`config.mk`:
```
export PLATFORM = sky130hd
export DESIGN_NAME = flappy_game_state
export DESIGN_NICKNAME = d
export VERILOG_FILES = /design/src/rtl/flappy_game_state.sv
export SDC_FILE = /design/constraint.sdc
export NUM_CORES = 1
export LEC_CHECK = 0
export ABC_AREA = 1
export BUFFER_PORTS_ARGS = -buffer_cell sky130_fd_sc_hd__buf_2
export CAP_MARGIN = 10
export CORE_UTILIZATION = 65
export DETAILED_ROUTE_END_ITERATION = 8
export PLACE_DENSITY_LB_ADDON = 0.2
export SYNTH_ARGS = -nofsm -noshare
export SYNTH_HDL_FRONTEND = slang
export SYNTH_SLANG_ARGS = --single-unit
```
`constraint.sdc`:
```
create_clock -name ClkPort -period 10.96 [get_ports ClkPort]
set_clock_uncertainty 0.15 [all_clocks]
set_input_delay 0 -clock ClkPort [delete_from_list [all_inputs] [get_ports ClkPort]]
set_output_delay 0 -clock ClkPort [all_outputs]
set_load 0.01 [all_outputs]
```
`src/rtl/flappy_game_state.sv`:
```
// flappy_game_state: frame-rate bird physics, pipe scrolling, collision, score and IDLE/PLAY/DEAD game FSM
module flappy_game_state #(
  parameter int BIRD_X       = 160,
  parameter int BIRD_HALF    = 10,
  parameter int GRAVITY      = 1,
  parameter int FLAP_VEL     = -8,
  parameter int MAX_FALL     = 8,
  parameter int PIPE_SPEED   = 2,
  parameter int PIPE_W       = 80,
  parameter int GAP          = 100,
  parameter int PIPE_SPACING = 160,
  parameter int SCREEN_W     = 640,
  parameter int SCREEN_H     = 480,
  parameter int DEAD_HOLD    = 60,
  parameter int COLLIDE_EN   = 1
) (
  input  logic              ClkPort,
  input  logic              reset,
  input  logic              vga_v_sync,
  input  logic              flap,
  output logic signed [9:0] BirdXdraw,
  output logic signed [9:0] BirdYdraw,
  output logic signed [9:0] X_Edge_O1,
  output logic signed [9:0] X_Edge_O2,
  output logic signed [9:0] X_Edge_O3,
  output logic signed [9:0] X_Edge_O4,
  output logic signed [9:0] Y_Edge_O1,
  output logic signed [9:0] Y_Edge_O2,
  output logic signed [9:0] Y_Edge_O3,
  output logic signed [9:0] Y_Edge_O4,
  output logic        [1:0] game_state,
  output logic        [7:0] score
);
  typedef enum logic [1:0] {IDLE = 2'd0, PLAY = 2'd1, DEAD = 2'd2} state_t;
  localparam logic signed [4:0]  V_FLAP  = 5'(FLAP_VEL);
  localparam logic signed [4:0]  V_MAX   = 5'(MAX_FALL);
  localparam logic signed [4:0]  V_CAP   = 5'(MAX_FALL - GRAVITY);
  localparam logic signed [4:0]  V_G     = 5'(GRAVITY);
  localparam logic signed [9:0]  Y_INIT  = 10'(SCREEN_H / 2);
  localparam logic signed [9:0]  Y_TOP   = 10'(BIRD_HALF);
  localparam logic        [9:0]  PY_INIT = 10'd190;
  localparam logic        [9:0]  PY_BASE = 10'd80;
  localparam logic signed [11:0] C_BH    = 12'(BIRD_HALF);
  localparam logic signed [11:0] C_LO    = 12'(BIRD_X - BIRD_HALF);
  localparam logic signed [11:0] C_HI    = 12'(BIRD_X + BIRD_HALF);
  localparam logic signed [11:0] C_PW    = 12'(PIPE_W);
  localparam logic signed [11:0] C_GAP   = 12'(GAP);
  localparam logic signed [11:0] C_SH    = 12'(SCREEN_H);
  localparam logic signed [11:0] C_SPD   = 12'(PIPE_SPEED);
  localparam logic signed [11:0] C_WRAP  = 12'(4 * PIPE_SPACING);
  localparam logic        [6:0]  HOLD_MIN = 7'(DEAD_HOLD);
  localparam logic        [6:0]  HOLD_MAX = 7'd127;
  state_t            state_q, state_d;
  logic [2:0]        vs_q, vs_d, fl_q, fl_d;
  logic              tick_q, tick_d, chk_q, chk_d, pend_q, pend_d;
  logic [7:0]        lfsr_q, lfsr_d, score_q, score_d;
  logic [6:0]        hold_q, hold_d;
  logic signed [9:0] y_q, y_d;
  logic signed [4:0] vel_q, vel_d;
  logic [10:0]       px_q [4];
  logic [10:0]       px_d [4];
  logic [9:0]        py_q [4];
  logic [9:0]        py_d [4];
  logic signed [4:0]  vel_f;
  logic signed [9:0]  y_f;
  logic signed [11:0] ys;
  logic signed [11:0] x_old [4];
  logic signed [11:0] x_dec [4];
  logic signed [11:0] x_new [4];
  logic [10:0]        px_n [4];
  logic [9:0]         py_n [4];
  logic [3:0]         wrap, pass, hit;
  logic [8:0]         score_sum;
  logic [7:0]         score_n;
  logic               collide;
  // synchronize vsync/flap, form the frame tick, hold flap requests until a tick consumes them
  always_comb begin
    vs_d   = {vs_q[1:0], vga_v_sync};
    fl_d   = {fl_q[1:0], flap};
    tick_d = vs_q[2] & ~vs_q[1];
    chk_d  = tick_q;
    pend_d = (fl_q[1] & ~fl_q[2]) | (pend_q & ~tick_q);
    lfsr_d = {lfsr_q[6:0], lfsr_q[7] ^ lfsr_q[5] ^ lfsr_q[4] ^ lfsr_q[3]};
  end
  // candidate PLAY update and collision test against the currently registered positions
  always_comb begin
    vel_f = pend_q ? V_FLAP : (vel_q >= V_CAP ? V_MAX : vel_q + V_G);
    y_f   = y_q + 10'(vel_f);
    ys    = 12'(y_q);
    wrap  = '0;
    pass  = '0;
    hit   = '0;
    for (int i = 0; i < 4; i++) begin
      x_old[i] = {1'b0, px_q[i]};
      x_dec[i] = x_old[i] - C_SPD;
      wrap[i]  = x_dec[i] <= 12'sd0;
      x_new[i] = wrap[i] ? x_dec[i] + C_WRAP : x_dec[i];
      px_n[i]  = x_new[i][10:0];
      py_n[i]  = wrap[i] ? PY_BASE + {2'b0, lfsr_q} : py_q[i];
      pass[i]  = (x_old[i] + C_PW >= C_LO) && (x_new[i] + C_PW < C_LO);
      hit[i]   = (x_old[i] <= C_HI) && (x_old[i] + C_PW >= C_LO) &&
                 ((ys - C_BH < $signed({2'b0, py_q[i]})) || (ys + C_BH > $signed({2'b0, py_q[i]}) + C_GAP));
    end
    score_sum = {1'b0, state_q == IDLE ? 8'd0 : score_q} + 9'(pass[0]) + 9'(pass[1]) + 9'(pass[2]) + 9'(pass[3]);
    score_n   = score_sum[8] ? 8'hFF : score_sum[7:0];
    collide   = (ys + C_BH >= C_SH) || (COLLIDE_EN != 0 && |hit);
  end
  // game FSM: positions move only on PLAY ticks; collision is judged the cycle after the tick
  always_comb begin
    state_d = state_q;
    y_d     = y_q;
    vel_d   = vel_q;
    score_d = score_q;
    hold_d  = hold_q;
    px_d    = px_q;
    py_d    = py_q;
    if (tick_q && (state_q == PLAY || (state_q == IDLE && pend_q))) begin
      state_d = PLAY;
      y_d     = y_f <= Y_TOP ? Y_TOP : y_f;
      vel_d   = y_f <= Y_TOP ? 5'sd0 : vel_f;
      px_d    = px_n;
      py_d    = py_n;
      score_d = score_n;
    end else if (tick_q && state_q == DEAD) begin
      if (pend_q && hold_q >= HOLD_MIN) begin
        state_d = IDLE;
        y_d     = Y_INIT;
        vel_d   = '0;
        for (int i = 0; i < 4; i++) begin
          px_d[i] = 11'(SCREEN_W + i * PIPE_SPACING);
          py_d[i] = PY_INIT;
        end
      end else begin
        hold_d = hold_q == HOLD_MAX ? hold_q : hold_q + 7'd1;
      end
    end else if (chk_q && state_q == PLAY && collide) begin
      state_d = DEAD;
      hold_d  = '0;
    end
  end
  // state registers; reset drops every output to its idle value immediately
  always_ff @(posedge ClkPort or negedge reset) begin
    if (!reset) begin
      vs_q    <= 3'b111;
      fl_q    <= '0;
      tick_q  <= 1'b0;
      chk_q   <= 1'b0;
      pend_q  <= 1'b0;
      lfsr_q  <= 8'hA5;
      state_q <= IDLE;
      y_q     <= Y_INIT;
      vel_q   <= '0;
      score_q <= '0;
      hold_q  <= '0;
      for (int i = 0; i < 4; i++) begin
        px_q[i] <= 11'(SCREEN_W + i * PIPE_SPACING);
        py_q[i] <= PY_INIT;
      end
    end else begin
      vs_q    <= vs_d;
      fl_q    <= fl_d;
      tick_q  <= tick_d;
      chk_q   <= chk_d;
      pend_q  <= pend_d;
      lfsr_q  <= lfsr_d;
      state_q <= state_d;
      y_q     <= y_d;
      vel_q   <= vel_d;
      score_q <= score_d;
      hold_q  <= hold_d;
      px_q    <= px_d;
      py_q    <= py_d;
    end
  end
  function automatic logic [9:0] x_edge(input logic [10:0] x);
    return x >= 11'(SCREEN_W) ? 10'h3FF : x[9:0];
  endfunction
  assign BirdXdraw  = 10'(BIRD_X);
  assign BirdYdraw  = y_q;
  assign X_Edge_O1  = x_edge(px_q[0]);
  assign X_Edge_O2  = x_edge(px_q[1]);
  assign X_Edge_O3  = x_edge(px_q[2]);
  assign X_Edge_O4  = x_edge(px_q[3]);
  assign Y_Edge_O1  = py_q[0];
  assign Y_Edge_O2  = py_q[1];
  assign Y_Edge_O3  = py_q[2];
  assign Y_Edge_O4  = py_q[3];
  assign game_state = state_q;
  assign score      = score_q;
endmodule
```
==> run metrics <==
total die area 0.0181 mm2; total gr overflow 0; startpoint types flop; Global Route Usage Sum 34.1%; crit-path max FO 9; PnR worst setup slack 5470 ps; Synth warnings 0; Core Region 0.0172 mm2; crit path from px_q[34]$_DFFE_PN0P_; Max-Cap Viols 0; r2r startpoint px_q[34]$_DFFE_PN0P_; ANT cells 0; Final Net Count 1839; Initial Util 66.1%; actual slew at the worst max-slew pin 1010 ps; Post-synth ARST share 100%; Max clock buf depth 2; First-pass DRT Iterations 6; number of buffers and inverters on the critical path 5; CTS clk-pin slew, worst paths 70 ps; vias in the first global route 10400; Hold Vio Cnt, Final 12; setup violators final 0; total CTS buffers 17; clock tree root buffer cell clkbuf_16; TritonCTS clock tree done; sequential share of the synthesized area 28.0%; max incr delay on CP 510 ps; # rows 48; top cell family by delay on the critical path adder cells; status finished with violations; DR vias 11100; Cell Area, Placed 0.0120 mm2; final wirelength 29700 um; antenna-violating nets left 0; CTS resizes 0; GPL Wtd Cong 0.953; Peak supply drop 0.174 mV; largest net degree at the start of global routing 79; CTS H-tree lvls 4; worst hold margin -22.7 ps; Rel. slew slack 32.5%; slowest CP cell fa_1; Cell variety after synth 62; leakage 0.00655 uW; kind of critical path reg2reg; Die X 134 um; min Tclk post-route 5490 ps; share of cells above drive strength 1 16.6%; WL per Instance 15.3 um; Die Height 134 um; area of the mapped netlist 0.0114 mm2; final core utilization 73.8%; RSZ-0062 raised after global routing false; Worst-Skew Late Latency 440 ps; EDFF count, synth 0; PwrDens 357 mW/mm2; predominant post-synthesis flop cell dfrtp_1; violated checks negative hold slack; initial antenna violation count 0; # port buffers 99; Finished Cell Area 0.0127 mm2; dpl hpwl 22100 um; clk sink count 125; maximum clock frequency 182 MHz; Yosys reg bits 125; crit end category flop; Layout area overhead 11.6%; first-pass GRT wire length 49100 um; Tightest Hold Check Type in2async; Setup TNS 0 ps; final period utilization 50.1%; Slew Limit Fails 0; DRC viols 0; pre-CTS WS 5700 ps; I/O pin total 114; Vias/cell 5.70; Post-Synthesis Cells 1607; synthesized area per cell 7.09 um2; initial DRC count 861; arrival time at the worst endpoint 5620 ps; Fill cells 1364; Crit path required time 11090 ps
==> synthesized netlist by cell type, types with 5 or more instances <==
cell,number,area [um2]
xor2_1,50,438
nor2_1,152,571
xnor2_1,14,123
buf_4,14,105
o22ai_1,35,219
inv_1,215,807
o21ai_0,103,515
nor2_2,16,100
nor3b_1,5,37.5
nand4_1,26,163
clkbuf_1,8,30.0
nand3_2,6,60.1
dfstp_2,47,1230
nand3_1,80,400
nand3b_1,8,60.1
inv_2,23,86.3
nand2_2,25,156
a21oi_1,66,330
a22oi_1,6,45.0
nand2_1,388,1460
buf_2,8,40.0
o21ai_1,11,55.1
nor2_4,7,78.8
dfrtp_1,78,1950
o21ai_2,7,61.3
nor3_1,12,60.1
ha_1,125,1560
o21bai_1,6,45.0
==> report_power, final <==
part,leakage (uW),switching (uW),total (uW),internal [uW]
clock network,0.000313,226,636,409
logic,0.00472,1860,2960,1100
registers,0.00151,271,944,673
==> what timing repair did <==
action                                  CTS  global route
hold buffers                              3             0
endpoints found under the hold margin    49             0
endpoints found under the setup margin    0             0
buffers inserted                          0             0
==> stage by stage <==
| step | total power [uW] | instances |
|---|---|---|
| floorplan | 3070 | 1619 |
| global placement | 3730 | 1909 |
| detailed placement | 3840 | 1909 |
| CTS | 4500 | 1943 |
| global route | 5000 | 1943 |
| finish | 4540 | 1943 |
==> final timing paths <==
| check | to | slack (ps) | cells after the start |
|---|---|---|---|
| hold / removal | Y_Edge_O2[8]$_DFFE_PN0P_ | -20 | 2 |
| hold reg to reg | fl_q[1]$_DFF_PN0_ | 200 | 0 |
| setup reg to reg | score[4]$_DFFE_PN0P_ | 5470 | 27 |
| max in group asynchronous | px_q[38]$_DFFE_PN0P_ | 9230 | 3 |
| min in group ClkPort | vs_q[0]$_DFF_PN1_ | 60 | 2 |
| setup / recovery | score[4]$_DFFE_PN0P_ | 5470 | 27 |
==> cells by family (layout without fill, tap and decap cells) <==
family	after synthesis	count (layout)	synth area share, %
AOI/OAI and AO/OA	263	263	13.2
xor gates and xnor gates	65	65	5.16
adders and majority gates	129	129	14.4
buffers and inverters	280	379	10.0
DFF	125	125	28.0
other	2	14	0.0659
and+or+nand+nor	743	743	29.1
==> layout by cell type (no fill, tap or decap), types with 7 or more instances in the layout <==
master	n
o22ai_1	35
nand2_1	388
xnor2_1	14
conb_1	14
a21oi_1	65
inv_1	215
dfrtp_1	78
o21ai_1	11
clkbuf_16	17
o21ai_0	103
dfstp_2	47
nand2_2	25
nor2_1	152
nor2_4	7
nand4_1	26
nor3_1	12
o21ai_2	7
nand3b_1	8
inv_2	23
nand3_1	80
ha_1	125
nor2_2	16
buf_2	98
xor2_1	50
==> cell type report <==
type / count / area, um2 / area share [%]
sequential: 125 / 3190 / 25.1
inverter: 242 / 911 / 7.16
clock inverter: 13 / 214 / 1.68
clock buffer: 18 / 439 / 3.45
multi-input combinational: 1214 / 7130 / 56.0
tap: 225 / 282 / 2.21
timing repair buffer: 106 / 558 / 4.39
==> sequential cells by signal (all words and copies together) (netlist names), 2 cells and up <==
signal and count:
fl_q 3, Y_Edge_O2 9, score 8, Y_Edge_O4 9, vs_q 3, vel_q 5
BirdYdraw 10, lfsr_q 8, hold_q 7, Y_Edge_O3 9, Y_Edge_O1 9, game_state 2
px_q 40
==> layer usage <==
layer	global-route usage (%)	share of wire, %
met3	5.48	6.9
met1	43.2	42
met4	15.2	3.2
met5	0	0
met2	57.5	48
Note: power is estimated with default switching activity, not from simulation.
